`config.mk`:
```
export PLATFORM = sky130hd
export DESIGN_NAME = cabac_encoder
export DESIGN_NICKNAME = d
export VERILOG_FILES = /design/src/rtl/cabac_encoder.sv
export SDC_FILE = /design/constraint.sdc
export NUM_CORES = 1
export LEC_CHECK = 0
export CAP_MARGIN = 40
export CELL_PAD_IN_SITES_DETAIL_PLACEMENT = 0
export CELL_PAD_IN_SITES_GLOBAL_PLACEMENT = 1
export CORE_MARGIN = 4
export CORE_UTILIZATION = 48
export CTS_CLUSTER_DIAMETER = 200
export CTS_CLUSTER_SIZE = 14
export DETAILED_ROUTE_END_ITERATION = 10
export PLACE_DENSITY = 0.87
export SYNTH_ARGS = -nofsm -noshare
export SYNTH_HDL_FRONTEND = slang
export SYNTH_SLANG_ARGS = --single-unit
```
`constraint.sdc`:
```
create_clock -name clk -period 8.55 [get_ports clk]
set_clock_uncertainty 0.15 [all_clocks]
set_input_delay 1.71 -clock clk [delete_from_list [all_inputs] [get_ports clk]]
set_output_delay 1.71 -clock clk [all_outputs]
set_load 0.01 [all_outputs]
```
`src/rtl/cabac_encoder.sv`:
```
// cabac_encoder: binary arithmetic encoder engine (regular/bypass bins, flush).
// 9-bit range, 10-bit low, one renormalisation shift per cycle, serial output,
// outstanding-bit resolution with a saturating counter.
// Optional feature: define CABAC_ENC_BIN_COUNT_EN to add the bin_count output.
module cabac_encoder #(
  parameter int OUTSTANDING_W = 8
) (
  input  logic       clk,
  input  logic       reset_n,
  input  logic       bin_valid,
  output logic       bin_ready,
  input  logic       bin_val,
  input  logic       bypass,
  input  logic [7:0] pState_in,
  input  logic       flush,
  output logic       bit_valid,
  output logic       bit_out,
  output logic       done,
  output logic       ovf_err
`ifdef CABAC_ENC_BIN_COUNT_EN
  ,
  output logic [15:0] bin_count
`endif
);

  localparam logic [2:0] S_IDLE     = 3'd0;
  localparam logic [2:0] S_RENORM   = 3'd1;
  localparam logic [2:0] S_EMIT     = 3'd2;
  localparam logic [2:0] S_FL_PUT   = 3'd3;
  localparam logic [2:0] S_FL_TAIL0 = 3'd4;
  localparam logic [2:0] S_FL_TAIL1 = 3'd5;

  localparam logic [OUTSTANDING_W-1:0] OUT_ZERO = {OUTSTANDING_W{1'b0}};
  localparam logic [OUTSTANDING_W-1:0] OUT_MAX  = {OUTSTANDING_W{1'b1}};
  localparam logic [OUTSTANDING_W-1:0] OUT_ONE  = {{(OUTSTANDING_W-1){1'b0}}, 1'b1};

  // LPS sub-range, bit-exact with the decoder: (((range>>5)*q)>>3)+4
  function automatic logic [8:0] calc_rlps(input logic [8:0] rng, input logic [6:0] q);
    logic [10:0] prod;
    prod = {7'd0, rng[8:5]} * {4'd0, q};
    return {1'b0, prod[10:3]} + 9'd4;
  endfunction

  logic [2:0]               state_q, state_d, ret_q, ret_d;
  logic [9:0]               low_q, low_d;
  logic [8:0]               range_q, range_d;
  logic [OUTSTANDING_W-1:0] outstanding_q, outstanding_d;
  logic                     first_bit_q, first_bit_d;
  logic                     flushing_q, flushing_d;
  logic                     put_q, put_d;
  logic                     bit_valid_q, bit_valid_d;
  logic                     bit_out_q, bit_out_d;
  logic                     done_q, done_d;
  logic                     ovf_q, ovf_d;
  logic                     bin_ready_q, bin_ready_d;

  logic                     put_req_s, put_b_s, inc_out_s;
  logic [2:0]               put_ret_s, renorm_next_s;
  logic [10:0]              ext_s;
  logic [8:0]               rlps_s, rng_tmp_s;
  logic [9:0]               low_tmp_s;

  // Next-state: bin/flush acceptance, renorm step, PutBit and serial emission
  always_comb begin
    state_d       = state_q;
    ret_d         = ret_q;
    low_d         = low_q;
    range_d       = range_q;
    outstanding_d = outstanding_q;
    first_bit_d   = first_bit_q;
    flushing_d    = flushing_q;
    put_d         = put_q;
    bit_valid_d   = 1'b0;
    bit_out_d     = 1'b0;
    done_d        = 1'b0;
    ovf_d         = ovf_q;
    put_req_s     = 1'b0;
    put_b_s       = 1'b0;
    put_ret_s     = S_IDLE;
    inc_out_s     = 1'b0;
    ext_s         = 11'd0;
    rlps_s        = 9'd0;
    rng_tmp_s     = 9'd0;
    low_tmp_s     = 10'd0;
    renorm_next_s = S_RENORM;

    case (state_q)
      S_IDLE: begin
        if (bin_valid) begin
          if (bypass) begin
            ext_s = {low_q, 1'b0} + (bin_val ? {2'b00, range_q} : 11'd0);
            put_ret_s = S_IDLE;
            state_d   = S_IDLE;
            if (ext_s >= 11'd1024) begin
              put_req_s = 1'b1;
              put_b_s   = 1'b1;
              low_d     = ext_s[9:0];
            end else if (ext_s < 11'd512) begin
              put_req_s = 1'b1;
              put_b_s   = 1'b0;
              low_d     = ext_s[9:0];
            end else begin
              low_d     = ext_s[9:0] - 10'd512;
              inc_out_s = 1'b1;
            end
          end else begin
            rlps_s = calc_rlps(range_q, pState_in[6:0]);
            if (bin_val == pState_in[7]) begin
              rng_tmp_s = range_q - rlps_s;
            end else begin
              low_d     = low_q + {1'b0, range_q - rlps_s};
              rng_tmp_s = rlps_s;
            end
            range_d = rng_tmp_s;
            if (rng_tmp_s < 9'd256) begin
              state_d = S_RENORM;
            end else begin
              state_d = S_IDLE;
            end
          end
        end else if (flush) begin
          rng_tmp_s  = range_q - 9'd2;
          low_d      = low_q + {1'b0, rng_tmp_s};
          range_d    = 9'd2;
          flushing_d = 1'b1;
          state_d    = S_RENORM;
        end else begin
          state_d = S_IDLE;
        end
      end
      S_RENORM: begin
        if (low_q < 10'd256) begin
          low_tmp_s = low_q;
          put_req_s = 1'b1;
          put_b_s   = 1'b0;
        end else if (low_q >= 10'd512) begin
          low_tmp_s = low_q - 10'd512;
          put_req_s = 1'b1;
          put_b_s   = 1'b1;
        end else begin
          low_tmp_s = low_q - 10'd256;
          inc_out_s = 1'b1;
        end
        low_d   = low_tmp_s << 1;
        range_d = range_q << 1;
        // After this shift the interval is normalised once range bit 7 moves up
        if (range_q[7]) begin
          renorm_next_s = flushing_q ? S_FL_PUT : S_IDLE;
        end else begin
          renorm_next_s = S_RENORM;
        end
        put_ret_s = renorm_next_s;
        state_d   = renorm_next_s;
      end
      S_EMIT: begin
        if (outstanding_q != OUT_ZERO) begin
          bit_valid_d   = 1'b1;
          bit_out_d     = ~put_q;
          outstanding_d = outstanding_q - OUT_ONE;
        end else begin
          state_d = ret_q;
        end
      end
      S_FL_PUT: begin
        put_req_s = 1'b1;
        put_b_s   = low_q[9];
        put_ret_s = S_FL_TAIL0;
        state_d   = S_FL_TAIL0;
      end
      S_FL_TAIL0: begin
        bit_valid_d = 1'b1;
        bit_out_d   = low_q[8];
        state_d     = S_FL_TAIL1;
      end
      S_FL_TAIL1: begin
        bit_valid_d   = 1'b1;
        bit_out_d     = 1'b1;
        done_d        = 1'b1;
        low_d         = 10'd0;
        range_d       = 9'd510;
        outstanding_d = OUT_ZERO;
        first_bit_d   = 1'b1;
        flushing_d    = 1'b0;
        state_d       = S_IDLE;
      end
      default: begin
        state_d = S_IDLE;
      end
    endcase

    // Deferred-carry bookkeeping: counter saturates and flags the overflow
    if (inc_out_s) begin
      if (outstanding_q == OUT_MAX) begin
        ovf_d = 1'b1;
      end else begin
        outstanding_d = outstanding_q + OUT_ONE;
      end
    end else begin
      ovf_d = ovf_q;
    end

    // PutBit: the very first bit of a slice is suppressed, then outstanding
    // bits of opposite polarity drain one per cycle in EMIT
    if (put_req_s) begin
      first_bit_d = 1'b0;
      put_d       = put_b_s;
      ret_d       = put_ret_s;
      if (!first_bit_q) begin
        bit_valid_d = 1'b1;
        bit_out_d   = put_b_s;
        state_d     = S_EMIT;
      end else if (outstanding_q != OUT_ZERO) begin
        bit_valid_d   = 1'b1;
        bit_out_d     = ~put_b_s;
        outstanding_d = outstanding_q - OUT_ONE;
        state_d       = S_EMIT;
      end else begin
        state_d = put_ret_s;
      end
    end else begin
      put_d = put_q;
    end

    bin_ready_d = (state_d == S_IDLE);
  end

  // Engine state and registered outputs
  always_ff @(posedge clk or negedge reset_n) begin
    if (!reset_n) begin
      state_q       <= S_IDLE;
      ret_q         <= S_IDLE;
      low_q         <= 10'd0;
      range_q       <= 9'd510;
      outstanding_q <= OUT_ZERO;
      first_bit_q   <= 1'b1;
      flushing_q    <= 1'b0;
      put_q         <= 1'b0;
      bit_valid_q   <= 1'b0;
      bit_out_q     <= 1'b0;
      done_q        <= 1'b0;
      ovf_q         <= 1'b0;
      bin_ready_q   <= 1'b1;
    end else begin
      state_q       <= state_d;
      ret_q         <= ret_d;
      low_q         <= low_d;
      range_q       <= range_d;
      outstanding_q <= outstanding_d;
      first_bit_q   <= first_bit_d;
      flushing_q    <= flushing_d;
      put_q         <= put_d;
      bit_valid_q   <= bit_valid_d;
      bit_out_q     <= bit_out_d;
      done_q        <= done_d;
      ovf_q         <= ovf_d;
      bin_ready_q   <= bin_ready_d;
    end
  end

  assign bin_ready = bin_ready_q;
  assign bit_valid = bit_valid_q;
  assign bit_out   = bit_out_q;
  assign done      = done_q;
  assign ovf_err   = ovf_q;

`ifdef CABAC_ENC_BIN_COUNT_EN
  logic [15:0] bin_count_q, bin_count_d;

  // Accepted-bin counter, wraps naturally, cleared together with done
  always_comb begin
    if (done_d) begin
      bin_count_d = 16'd0;
    end else if ((state_q == S_IDLE) && bin_valid) begin
      bin_count_d = bin_count_q + 16'd1;
    end else begin
      bin_count_d = bin_count_q;
    end
  end

  // Bin counter register
  always_ff @(posedge clk or negedge reset_n) begin
    if (!reset_n) begin
      bin_count_q <= 16'd0;
    end else begin
      bin_count_q <= bin_count_d;
    end
  end

  assign bin_count = bin_count_q;
`else
  // Bin counter not built in this configuration.
`endif

endmodule

```
== Yosys cells after proc, flatten, opt, wreduce, memory -nomap -nowiden ==
Index checks and enable logic that the tools add are counted.

* Register bits: 41
* Input port bits: 14
* Output and inout port bits: 5
* Word-level logic and storage cells: 127

* $add $sub $neg: 11
* $mul: 1
* Magnitude comparators: 5
* Equality and inequality tests: 12
* Mux-type cells: 72
* Bitwise gates (word level): 2
* Reduce and logical (&&, ||, !) cells: 11

{| class="wikitable"
|+ Operator list
! kind !! count
|-
| 9-bit two-way mux || 10
|-
| 10-bit two-way mux || 6
|-
| 8-bit two-way mux || 6
|-
| 1-bit two-way mux || 32
|-
| 10-bit case mux with 3 select lines || 1
|-
| 9-bit case mux with 3 select lines || 1
|-
| 10-bit by 9-bit adder with 10-bit output || 2
|-
| 8-bit case mux with 2 select lines || 1
|-
| 3-bit two-way mux || 5
|-
| 3-bit case mux with 5 select lines || 1
|-
| 11-bit by 9-bit adder with 11-bit output || 1
|-
| 11-bit >= comparator (second input constant) || 1
|-
| 11-bit by 10-bit less-than comparator with 1-bit output (second input constant) || 1
|-
| 4-bit by 7-bit multiplier with 11-bit output || 1
|-
| 10-bit >= comparator (second input constant) || 1
|-
| 10-bit by 9-bit less-than comparator with 1-bit output (second input constant) || 1
|-
| 10-bit subtractor (second input constant) || 1
|-
| 8-bit by 3-bit adder with 9-bit output (second input constant) || 1
|-
| 9-bit less-than comparator (second input constant) || 1
|-
| 1-bit case mux with 3 select lines || 3
|-
| 3-bit AND reduction || 3
|-
| 9-bit by 1-bit subtractor with 9-bit output (second input constant) || 1
|-
| 9-bit by 2-bit subtractor with 9-bit output (second input constant) || 1
|-
| 9-bit subtractor || 1
|-
| other kinds (21) || 31
|}

== Longest topological paths before layout ==
Gate-level depths: netlist of run 1.

* Depth in word-level cells: 14
* Gate-level depth with buffers: 27
* Depth with buffers taken out: 26

== Worst setup path after synthesis of run 1 ==
Ideal clock, no wire load.

* Path type: input to register
* Start: in pState_in[1]
* End: reg low_q[9]
* Setup time: 0.126 ns
* Data arrival time: 7.051 ns
* Data required time: 8.274 ns
* Path slack: 1.223 ns
* Stages on the path: 25
* Path buffers: 0
* Cell sequence: and2_1 > fa_1 > inv_1 > fa_1 > inv_1 > ha_1 > nand4_1 > o21ai_0 > mux2_2 > or2_2 > nand3_1 > xor2_1 > ha_1 > o2111ai_1 > nand3_1 > o41ai_1 > xor2_1 > xnor2_1 > ha_1 > a21oi_1 > o21ai_0 > xor2_1 > nor2_1 > a21oi_1 > a311o_1

* Cells in the longest elaborated chain, start to end: 8

{| class="wikitable"
|+ RTL lines
! element !! line !! source
|-
| start, declared || 14 || <nowiki>input logic [7:0] pState_in,</nowiki>
|-
| 4-bit by 7-bit multiplier with 11-bit output || 40 || <nowiki>prod = {7'd0, rng[8:5]} * {4'd0, q};</nowiki>
|-
| 8-bit by 3-bit adder with 9-bit output || 41 || <nowiki>return {1'b0, prod[10:3]} + 9'd4;</nowiki>
|-
| 9-bit subtractor || 111 || <nowiki>low_d = low_q + {1'b0, range_q - rlps_s};</nowiki>
|-
| 10-bit by 9-bit adder with 10-bit output || 111 ||
|-
| 10-bit two-way mux || 108 || <nowiki>if (bin_val == pState_in[7]) begin</nowiki>
|-
| 10-bit two-way mux || 90 || <nowiki>if (bypass) begin</nowiki>
|-
| 10-bit two-way mux || 89 || <nowiki>if (bin_valid) begin</nowiki>
|-
| 10-bit case mux with 3 select lines || 87 || <nowiki>case (state_q)</nowiki>
|-
| end signal, assigned || 246 || <nowiki>low_q <= low_d;</nowiki>
|-
| end, declared || 45 || <nowiki>logic [9:0] low_q, low_d;</nowiki>
|}

Every way passes these cells. The select of a mux whose other input is x is not followed.
A chain may end at the register's enable or synchronous reset.

== Worst setup path after layout of run 1 ==
Same ends and word-level chain as after synthesis.

==> results.json, run 1 <==
{
  "synth_mux_area_share_pct": 2.50,
  "cts_setup_buffers": 0,
  "drive_gt1_share_pct": 6.48,
  "clk_path_buf_depth": 2,
  "synth_seq_cells": 41,
  "async_flop_share_pct": 100,
  "nNetsFinal": 726,
  "synth_area_leaders": "dfrtp_1, ha_1, fa_1",
  "yosys-top-cells-count": "nor2_1, nand2_1, ha_1, o21ai_0, a21oi_1",
  "power.density_nw_per_um2": 148,
  "yosys.area.top_type": "dfrtp_1",
  "die_y_um": 112,
  "cts.hold.buffers_added": 0,
  "antenna_found_initial": 0,
  "core_um2": 10400,
  "vias": 4662,
  "period_share_pct": 93.2,
  "r2r_cells": 24,
  "critPathLaunch": "pState_in[1]",
  "power_frac_seq_pct": 24.7,
  "synthAdderAreaFrac_pct": 17.8,
  "post_drt_wl_per_cell_um": 17.0,
  "run_status": "finished clean",
  "drv_cap": 0,
  "reg2reg_from": "range_q[8]",
  "place.gp.congestion": 0.914,
  "io_pins": 19,
  "switchingPower_mw": 0.325,
  "synth_xor_area_share_pct": 8.49,
  "cts_root_buf": "clkbuf_8",
  "r2r_end": "low_q[9]",
  "grt_max_degree": 25,
  "slew_headroom_pct": 41.2,
  "crit_arrival_ns": 8.02,
  "rsz0062_at_grt": "false",
  "timing_worst_setup_path_type": "in2reg",
  "ys_warn_count": 0,
  "drv_slew": 0,
  "cp_max_fo": 5,
  "setup_viol": 0,
  "clock-sinks": 41,
  "fp-row-count": 37,
  "synth-main-ff-cell": "dfrtp_1",
  "via_per_inst": 5.95,
  "grt_pass1_vias": 4524,
  "synth-simple-area-share_pct": 23.1,
  "setup.worst_path.start_class": "input pin",
  "hp-class": "reg2reg",
  "numCtsBuffers": 5,
  "synth_compound_area_share_pct": 22.9,
  "clock_latency_ns": 0.31,
  "dieWidth_um": 112,
  "setup_tns_ns": 0,
  "ys_seq_area_share_pct": 20.1,
  "overflow": 0,
  "max_freq_mhz": 125,
  "swShare_pct": 39.4,
  "portBuffers": 18,
  "grt.total_usage_pct": 21.8,
  "initial_core_util_pct": 49.5,
  "drc": 0,
  "hold_ws_ns": 0.333,
  "use_met1_pct": 30.7,
  "regArea_um2": 1040,
  "dieArea_um2": 12500,
  "worst-slew-pin-transition_ns": 0.880,
  "dp_hpwl_mm": 10.2,
  "syn-cell-area_um2": 5160,
  "r2r_slack_ns": 1.87,
  "met3_usage_pct": 2.17,
  "drt_wl_total_mm": 13.3,
  "first_iter_violations": 383,
  "min-delay-start": "ovf_err",
  "syn_nets": 725,
  "syn_inst": 646,
  "area_growth_pct": 7.91,
  "required_ns": 8.60,
  "finalHoldViolCount": 0,
  "post_cts_resized": 0,
  "final_antenna_net_count": 0,
  "tritoncts": "yes",
  "grtUsageMet2_pct": 36.3,
  "cts.reportedPaths.clkPinSlew_ns": 0.09,
  "p_int_mw": 0.500,
  "crit_path_end_kind": "flop",
  "yosysMostFrequentCell": "nor2_1",
  "grt_pass1_wl_mm": 22.4,
  "layout_min_cycle_time_ns": 7.97,
  "avgSynthCellArea_um2": 7.98,
  "yosys.cell_types.count": 71,
  "synth_edf_count": 0,
  "synth_top_family_by_area": "simple AND/OR/NAND/NOR gates",
  "share_clk_of_total_power_pct": 24.2,
  "drtPass1Iterations": 5,
  "yosysTopAreaCellShare_pct": 15.0,
  "p_leak_nw": 2.48,
  "cts-htree-levels": 2,
  "grt-busiest-layer": "met2",
  "power_frac_comb_pct": 51.1,
  "insertedDiodeCount": 0,
  "crit_end": "low_q[9]",
  "multi_input_area_um2": 3860,
  "ir_drop_v": 0.0000733,
  "fill_cells": 992
}
[area by class of cell]
class                           instances  share of cell area [%]
Clock buffer                            5                    1.24
Clock inverter                          3                    1.24
Inverter                               34                    2.29
Multi-Input combinational cell        542                    69.3
Sequential cell                        41                    18.7
Tap cell                              136                    3.06
Timing Repair Buffer                   23                    4.18
[worst min-delay path by stage]
stage	end	slack, ns	cells after the start
after floorplan	put_q	0.30	1
after global placement	ovf_err	0.31	1
after detailed placement	ovf_err	0.32	1
after CTS	ovf_err	0.34	1
after global routing	ovf_err	0.36	1
final	ovf_err	0.33	1
[flip-flops by register name, summed over array words and instances (netlist names), 3 cells and up]
register	count
range_q	9
low_q	10
outstanding_q	8
state_q	3
ret_q	3
[metrics by stage]
step | power, mW | util [%] | instance area (um2) | std cells | setup slack [ns]
global placement | 0.614 | 51.8 | 5400 | 775 | 0.410
floorplan | 0.536 | - | 5160 | 646 | 1.22
detailed placement | 0.625 | 52.1 | 5430 | 776 | 0.263
CTS | 0.829 | 53.4 | 5560 | 784 | 0.580
global route | 0.894 | 53.4 | 5560 | 784 | 0.109
finish | 0.826 | 53.4 | 5560 | 784 | 0.578
[metal layers]
metal | routed length (um) | vias up
met5 | 0 | -
met4 | 181 | 0
met3 | 524 | 13
met2 | 6310 | 95
met1 | 6290 | 2236
li1 | - | 2318
[critical path, cell delays in order]
cell,delay [ns]
clkdlybuf4s50_1,0.45
and2_1,0.19
fa_1,0.54
inv_1,0.06
fa_1,0.54
inv_1,0.05
ha_1,0.36
nand4_1,0.10
o21ai_0,0.40
mux2_2,0.40
or2_2,0.32
nand3_1,0.10
xor2_1,0.20
ha_1,0.32
o2111ai_1,0.12
nand3_1,0.13
o41ai_1,0.48
xor2_1,0.21
xnor2_1,0.14
ha_1,0.29
a21oi_1,0.14
o21ai_0,0.11
xor2_1,0.17
nor2_1,0.10
a21oi_1,0.06
a311o_1,0.35
[power groups by stage]
stage | sequential [mW] | combinational (mW) | clock [mW]
2_1_floorplan | 0.203 | 0.333 | 0
3_3_place_gp | 0.207 | 0.407 | 0
3_5_place_dp | 0.207 | 0.419 | 0
4_1_cts | 0.203 | 0.422 | 0.204
5_1_grt | 0.204 | 0.475 | 0.215
6_report | 0.204 | 0.422 | 0.200
[placed cells by master, fill, tap and decap left out, types with 6 or more instances in the layout]
cell type        instances
o21a_1                  10
dfrtp_1                 31
nand2_1                 52
a21o_1                  10
mux2_2                   7
o21bai_1                 7
o21ai_0                 44
o211ai_1                 6
nor2b_1                 10
inv_1                   34
fa_1                    14
nand3_1                 19
nor3_1                  19
dfstp_2                 10
nor2_1                  58
ha_1                    51
and3_1                  11
xor2_1                  20
clkdlybuf4s50_1         17
and2_1                  28
nand2b_1                10
xnor2_1                 30
a21oi_1                 41
[cell families after synthesis]
kind of cell,after synthesis
xor gates and xnor gates,50
muxes,12
buffers and inverters,63
DFF,41
adders and majority gates,65
AOI/OAI and AO/OA,178
and+or+nand+nor,237
No activity file was read; power rests on OpenSTA's default activity.
==> run 2, diff against run 1 <==
Settings changed: HOLD_SLACK_MARGIN from default to 0.08, MAX_ROUTING_LAYER from default to met4.
Clock period 8.55 ns to 8 ns, I/O delays scaled along.
==> run 2 against run 1 <==
Against the previous run: highest routed layer unchanged; routed wire length is 0.27% higher; critical endpoint is now low_q[7]; sequential share of layout area is 0.050 points lower; combinational power is 9.7% higher; global-route usage is 0.85 points higher; hold slack better by 0.011 ns; flip-flop and latch count stayed put; largest cell class unchanged; critical path depth is 3 lower; utilization is 0.14 points higher; die area stayed put; first-iteration DRC count is 28% lower; sequential power is 7% higher.
==> results.json, run 2 (same netlist as run 1, synthesis figures left out) <==
{
  "final_antenna_net_count": 0,
  "grt.total_usage_pct": 22.7,
  "setup.worst_path.start_class": "input pin",
  "overflow": 0,
  "portBuffers": 18,
  "switchingPower_mw": 0.347,
  "grt_pass1_vias": 4741,
  "layout_common_cells": "nor2_1, nand2_1, ha_1, o21ai_0, a21oi_1",
  "cts.reportedPaths.clkPinSlew_ns": 0.09,
  "dp_hpwl_mm": 10.4,
  "area_growth_pct": 8.20,
  "place.gp.congestion": 0.914,
  "post_drt_wl_per_cell_um": 17.0,
  "power.density_nw_per_um2": 154,
  "hold_ws_ns": 0.344,
  "swShare_pct": 40.4,
  "regMostFlops": "low_q",
  "setup_viol": 0,
  "layout_min_cycle_time_ns": 7.50,
  "core_um2": 10400,
  "drtPass1Iterations": 5,
  "p_leak_nw": 2.49,
  "power_frac_seq_pct": 25.4,
  "drv_cap": 0,
  "tritoncts": "yes",
  "grt_pass1_wl_mm": 23.0,
  "antenna_found_initial": 0,
  "dieWidth_um": 112,
  "insertedDiodeCount": 0,
  "fill_cells": 1000,
  "run_status": "finished clean",
  "cts.hold.buffers_added": 0,
  "first_iter_violations": 276,
  "slew_headroom_pct": 40.3,
  "cts-htree-levels": 2,
  "clock_latency_ns": 0.32,
  "crit_path_end_kind": "flop",
  "clk_path_buf_depth": 2,
  "required_ns": 8.10,
  "grt_max_degree": 29,
  "final_area_um2": 5580,
  "max_freq_mhz": 133,
  "initial_core_util_pct": 49.5,
  "drc": 0,
  "largest_reg_flops": 10,
  "placed_area_um2": 5440,
  "hp-class": "reg2reg",
  "die_y_um": 112,
  "finalHoldViolCount": 0,
  "numCtsBuffers": 5,
  "fp-row-count": 37,
  "drv_slew": 0,
  "crit_arrival_ns": 7.60,
  "final_common_cell": "nor2_1",
  "share_clk_of_total_power_pct": 20.7,
  "fin_util_pct": 53.6,
  "io_pins": 19,
  "power_frac_comb_pct": 53.9,
  "rsz0062_at_grt": "false",
  "worst-slew-pin-transition_ns": 0.893,
  "largestRegisters": "low_q: 10 flops, range_q: 9 flops, outstanding_q: 8 flops",
  "dieArea_um2": 12500,
  "ir_drop_v": 0.0000913,
  "nNetsFinal": 729,
  "vias": 4706,
  "cp_max_fo": 5,
  "period_share_pct": 93.7,
  "via_per_inst": 5.98,
  "p_int_mw": 0.511,
  "drive_gt1_share_pct": 7.22,
  "drt_wl_total_mm": 13.3,
  "cts_root_buf": "clkbuf_8",
  "clock-sinks": 41,
  "timing_worst_setup_path_type": "in2reg"
}
[run 2: worst max-delay path: stages]
cell             delay, ns
clkdlybuf4s50_1       0.47
and2_1                0.21
fa_1                  0.53
inv_1                 0.05
fa_1                  0.53
inv_1                 0.04
ha_1                  0.35
nand4_1               0.11
o21ai_1               0.18
mux2_2                0.36
or2_2                 0.31
xnor2_1               0.21
ha_1                  0.31
xnor2_1               0.23
ha_1                  0.31
and3_1                0.20
a221o_1               0.34
o41ai_2               0.29
xor2_1                0.11
nor2_1                0.10
a211oi_1              0.07
a2111oi_0             0.47
a221o_1               0.19
[run 2: per-stage QoR]
stage / power (mW) / worst slack (ns) / setup TNS (ns) / cells
after global placement: 0.662 / 0.115 / 0 / 776
final: 0.858 / 0.503 / 0 / 787
after detailed placement: 0.672 / -0.00780 / -0.00780 / 778
after floorplan: 0.573 / 0.783 / 0 / 646
after CTS: 0.853 / 0.326 / 0 / 786
after global routing: 0.930 / 0.0136 / 0 / 787
[run 2: power by group through the flow]
stage               logic (mW)  registers [mW]  clock network [mW]
floorplan                0.356           0.217                   0
global placement         0.441           0.221                   0
detailed placement       0.451           0.221                   0
CTS                      0.454           0.217               0.182
global route             0.523           0.218               0.189
finish                   0.463           0.218               0.178
[run 2: timing repair]
| action | in CTS | in global routing |
|---|---|---|
| gates resized for setup | 0 | 3 |
| buffers inserted | 0 | 1 |
| endpoints found under the setup margin | 0 | 2 |
[run 2: layout make-up]
class,count,area [um2],share of cell area (%)
clock inverter,3,46.3,0.830
sequential,41,1040,18.6
timing repair buffer,26,255,4.58
inverter,34,128,2.29
multi-input combinational,542,3870,69.4
tap,136,170,3.05
clock buffer,5,68.8,1.23
[run 2: path summary, 6_finish.rpt]
kind / start / endpoint / slack [ns] / cells past startpoint
worst min-delay path: put_q / put_q / 0.34 / 1
worst max-delay path: pState_in[1] / low_q[7] / 0.50 / 23
max in group asynchronous: reset_n / range_q[7] / 6.09 / 2
min in group asynchronous: reset_n / put_q / 1.03 / 1
worst max register to register: range_q[8] / low_q[7] / 1.60 / 23
worst min register to register: put_q / put_q / 0.34 / 1
[run 2: metal layers]
| metal | track usage (%) | up-vias | wire (um) |
|---|---|---|---|
| li1 | - | 2317 | - |
| met1 | 29.8 | 2256 | 6260 |
| met2 | 36.8 | 116 | 6270 |
| met3 | 3.10 | 17 | 563 |
| met4 | 6.24 | 0 | 262 |
| met5 | - | - | 0 |
==> patch 1 (config.mk and constraints of run 2) <==
The parameter `OUTSTANDING_W` goes from 8 to 10.
--- a/src/rtl/cabac_encoder.sv
+++ b/src/rtl/cabac_encoder.sv
@@ -4,5 +4,5 @@
 // Optional feature: define CABAC_ENC_BIN_COUNT_EN to add the bin_count output.
 module cabac_encoder #(
-  parameter int OUTSTANDING_W = 8
+  parameter int OUTSTANDING_W = 10
 ) (
   input  logic       clk,
Check against the original RTL: not settled (the Yosys comparison gave no result); the edit may change what the design does.
==> patch 1 against run 2 <==
Global-route usage increased by 1.0 points. Worst setup slack got worse by 95 ps. Synthesized cell count increased by 5.9%. Routed wire length increased by 7.8%. Final area increased by 4.5%. Count of clock-buffer cells in the layout increased by 1. Critical path depth increased by 3. Sequential cell count increased by 2. Synthesized area increased by 4.3%. Critical path type unchanged. Highest routed layer unchanged.
Power is left out: the tool's default activity adds up to more than one toggle a clock period on the data nets, which glitch-free logic cannot reach.
==> patch 1: results (changes against run 2) <==
Global routing
  – Pin count of the biggest net entering global routing: 31 (+6.9%)
  – Total global routing track utilization: 0.2368 (+0.01004)
  – Wire length of the first global-routing pass: 24.34 mm (+5.6%)
  – Via count of the first global-routing pass: 4,940 (+4.2%)

Final layout
  – Core occupancy in the finished layout: 0.5355 (about the same)
  – Count of non-filler cells in the finished layout: 830 (+5.5%)
  – Clock tree buffer count of the final layout: 6 (+1)
  – Final nets: 768 (+5.3%)
  – Multi-input logic area: 4014 um2 (+3.7%)
  – Number of multi-input logic gates: 567 (+4.6%)
  – Layout cell share with drive strength beyond 1: 0.06087 (-0.01133)
  – Final-layout fill cell count: 1,039 (+3.9%)
  – Non-clock buffering overhead: 0.04249 (-0.003261)

Route
  – Via density per instance: 6.131 (+2.5%)
  – Routed length per instance: 17.34 um (+2.2%)
  – Iteration-0 DRC count of the detailed router: 361 (+31%)

Logic synthesis
  – Synth top area cells: sky130_fd_sc_hd__dfrtp_1, sky130_fd_sc_hd__ha_1, sky130_fd_sc_hd__fa_1
  – Synth top cells by count: sky130_fd_sc_hd__nand2_1, sky130_fd_sc_hd__nor2_1, sky130_fd_sc_hd__ha_1
  – Post-synthesis sequential area ratio: 0.2024 (+0.001012)

Worst setup path
  – Crit path arrival time: 7630 ps (+30 ps)
  – Slowest stage cell on the critical path: sky130_fd_sc_hd__clkdlybuf4s50_1

Placement
  – Setup WS pre-CTS: 78.10 ps (+85.90 ps)
  – Total placed instance area: 5690 um2 (+4.6%)
  – Placed cell count: 822 (+5.7%)

Die
  – Number of cell rows: 38 (+2.7%)

Run status
  – Run status: finished clean
patch 1: cell types whose count changed in the layout (fill, tap and decap cells not counted), moves of 4 or more:
cell and delta:
sky130_fd_sc_hd__o211ai_1 +10, sky130_fd_sc_hd__a211oi_1 +6, sky130_fd_sc_hd__mux2_2 -7, sky130_fd_sc_hd__o22ai_1 +4, sky130_fd_sc_hd__o221ai_1 +7, sky130_fd_sc_hd__nand3_1 -7, sky130_fd_sc_hd__nand2_1 +16, sky130_fd_sc_hd__inv_1 +12
sky130_fd_sc_hd__a22oi_1 +8, sky130_fd_sc_hd__nor3b_1 -5, sky130_fd_sc_hd__a21oi_1 +4
patch 1: what timing repair did:
action,in CTS,in global routing
hold buffers,0,0
endpoints found under the setup margin,0,1
gates resized for setup,0,2
patch 1: routing by layer:
| layer | wire, um | vias up | GRT usage |
|---|---|---|---|
| met2 | 6812 | 151 | 0.3793 |
| li1 | - | 2474 | - |
| met5 | 0 | - | - |
| met3 | 726 | 28 | 0.03077 |
| met1 | 6534 | 2436 | 0.3165 |
| met4 | 320 | 0 | 0.06572 |
patch 1: logic make-up (layout without fill, tap and decap cells):
kind of cell	count (synthesis)	after routing	synth area share
adders and majority gates	65	65	0.1708
xor gates and xnor gates	49	49	0.07980
buffers and inverters	74	80	0.05258
and+or+nand+nor	239	239	0.2199
muxes	6	6	0.01210
DFF	43	43	0.2024
AOI/OAI and AO/OA	208	208	0.2625
patch 1: worst paths after layout:
path / start / depth (start not counted) / slack, ps / endpoint
min in group asynchronous: reset_n / 1 / 1050 / bit_out
max in group asynchronous: reset_n / 2 / 6070 / range_q[5]
hold reg to reg: put_q / 2 / 340 / put_q
hold / removal: put_q / 2 / 340 / put_q
setup / recovery: pState_in[1] / 26 / 410 / low_q[9]
setup reg to reg: range_q[7] / 25 / 1430 / low_q[9]
==> patch 2 (config.mk and constraints of run 2) <==
Made on the original files. Put one more register stage on the output `ovf_err`. The value now appears one clock later. The other outputs are not delayed to match.
--- a/src/rtl/cabac_encoder.sv
+++ b/src/rtl/cabac_encoder.sv
@@ -262,5 +262,11 @@
   assign bit_out   = bit_out_q;
   assign done      = done_q;
-  assign ovf_err   = ovf_q;
+  always_ff @(posedge clk or negedge reset_n) begin
+    if (!reset_n) begin
+      ovf_err <= '0;
+    end else begin
+      ovf_err <= ovf_q;
+    end
+  end
 
 `ifdef CABAC_ENC_BIN_COUNT_EN
Check against the original RTL: not settled (the Yosys comparison gave no result); the edit may change what the design does.
==> patch 2 against run 2 <==
Final area up 1.7%. Non-clock buffer count down 4. Maximum frequency up 0.90%. Utilization down 1.2 points. Critical path type unchanged. Routed wire length up 2.3%. Worst setup slack better by 67 ps. Die area up 3.0%. Sequential share of layout area up 0.12 points. Count of clock-buffer cells in the layout unchanged. Largest cell class unchanged. Synthesized area up 3.2%. Sequential cell count up 1. Final cell count up 2.7%.
Power is left out: the tool's default activity adds up to more than one toggle a clock period on the data nets, which glitch-free logic cannot reach.
==> patch 2: results (changes against run 2) <==
Logic synthesis
  – Synth top cells by count: sky130_fd_sc_hd__nor2_1, sky130_fd_sc_hd__nand2_1, sky130_fd_sc_hd__ha_1
  – Most used flip-flop cell after synthesis: sky130_fd_sc_hd__dfrtp_1
  – Post-synthesis sequential area ratio: 0.1999 (-0.001501)
  – Synth top area cells: sky130_fd_sc_hd__dfrtp_1, sky130_fd_sc_hd__ha_1, sky130_fd_sc_hd__fa_1
  – Number of nets produced by synthesis: 743 (+2.5%)
  – Number of instances in the synthesized netlist: 664 (+2.8%)
  – Distinct cell type count after synthesis: 76 (+7.0%)

Worst hold path
  – Cell depth of the worst min-delay path: 0 (-1)
  – Source of the worst hold timing path: ovf_q

Worst setup path
  – Critical path's largest stage delay: 630 ps (+100 ps)
  – Critical R2R Launch: range_q[7]
  – Crit path arrival time: 7450 ps (-150 ps)
  – Slowest stage cell on the critical path: sky130_fd_sc_hd__or4b_2

Global routing
  – Via count of the first global-routing pass: 4,753 (+0.25%)
  – Pin count of the biggest net entering global routing: 36 (+24%)
  – Wire length of the first global-routing pass: 23.23 mm (+0.78%)
  – Total global routing track utilization: 0.2257 (-0.001015)

Timing
  – Slew at the pin with the worst max-slew slack: 731.1 ps (-162.0 ps)

Clocking
  – CTS Root Buffer Type: sky130_fd_sc_hd__clkbuf_8

Final layout
  – Final nets: 746 (+2.3%)
  – Count of non-filler cells in the finished layout: 808 (+2.7%)
  – Layout cell share with drive strength beyond 1: 0.07784 (+0.005648)

Placement
  – GPL Wtd Cong: 0.9087 (-0.53%)
  – Estimated wirelength of the detail-placed design: 10.68 mm (+3.1%)
  – Total placed instance area: 5587 um2 (+2.7%)
  – Placed cell count: 800 (+2.8%)

Route
  – Iteration-0 DRC count of the detailed router: 342 (+24%)
  – Routed wire length: 13.65 mm (+2.3%)

Run status
  – Run status: finished clean
==> patch 2: changes by cell type after synthesis, sizes merged, moves of 6 or more <==
cell / change
a31oi: +8
inv: +8
o21a: -6
or3: +8
xnor2: -7
==> patch 2: cell type report <==
class,count,area [um2]
Fill cell,1032,5164
Multi-Input combinational cell,552,3965
Sequential cell,42,1064
Timing Repair Buffer,22,217.7
Tap cell,140,175.2
Inverter,44,165.2
Clock buffer,5,68.82
Clock inverter,3,21.27
==> patch 2: final timing paths <==
| kind | to | slack [ps] |
|---|---|---|
| min | ovf_err | 250 |
| min in group asynchronous | outstanding_q[4] | 990 |
| max | low_q[9] | 570 |
| max in group asynchronous | bin_ready | 6170 |
| min reg2reg | ovf_err | 250 |
| max reg2reg | low_q[9] | 1830 |
==> patch 2: cells by family after synthesis <==
group / Yosys count / share of synthesized area
buffers and inverters: 70 / 0.05480
DFF: 42 / 0.1999
and+or+nand+nor: 251 / 0.2491
xor gates and xnor gates: 47 / 0.07737
adders and majority gates: 65 / 0.1726
AOI/OAI and AO/OA: 180 / 0.2284
muxes: 9 / 0.01787
==> patch 2: metal layers <==
layer,part of all wire,track usage,vias to the layer above,wire (um)
li1,-,-,2406,-
met1,0.47,0.2961,2368,6428
met2,0.48,0.3748,114,6611
met3,0.031,0.02246,16,424
met4,0.014,0.05769,0,189
met5,0,-,-,0
==> patch 2: through the flow <==
| step | setup WS [ps] | hold WS [ps] | util |
|---|---|---|---|
| global route | 0.3331 | 269.2 | 0.5237 |
| CTS | 572.0 | 250.9 | 0.5237 |
| finish | 570.0 | 247.7 | 0.5237 |
| floorplan | 1098 | 205.4 | - |
| global placement | 362.6 | 216.4 | 0.5128 |
| detailed placement | 249.4 | 229.0 | 0.5154 |
==> patch 2: worst register-to-register path, delay by kind of cell (launching register included) <==
kind / cells / cell delay (ps)
simple gates: 4 / 670
flops: 1 / 720
xor+xnor: 5 / 940
compound gates: 8 / 1370
buf+inv: 1 / 70
fa+ha+maj: 5 / 2120
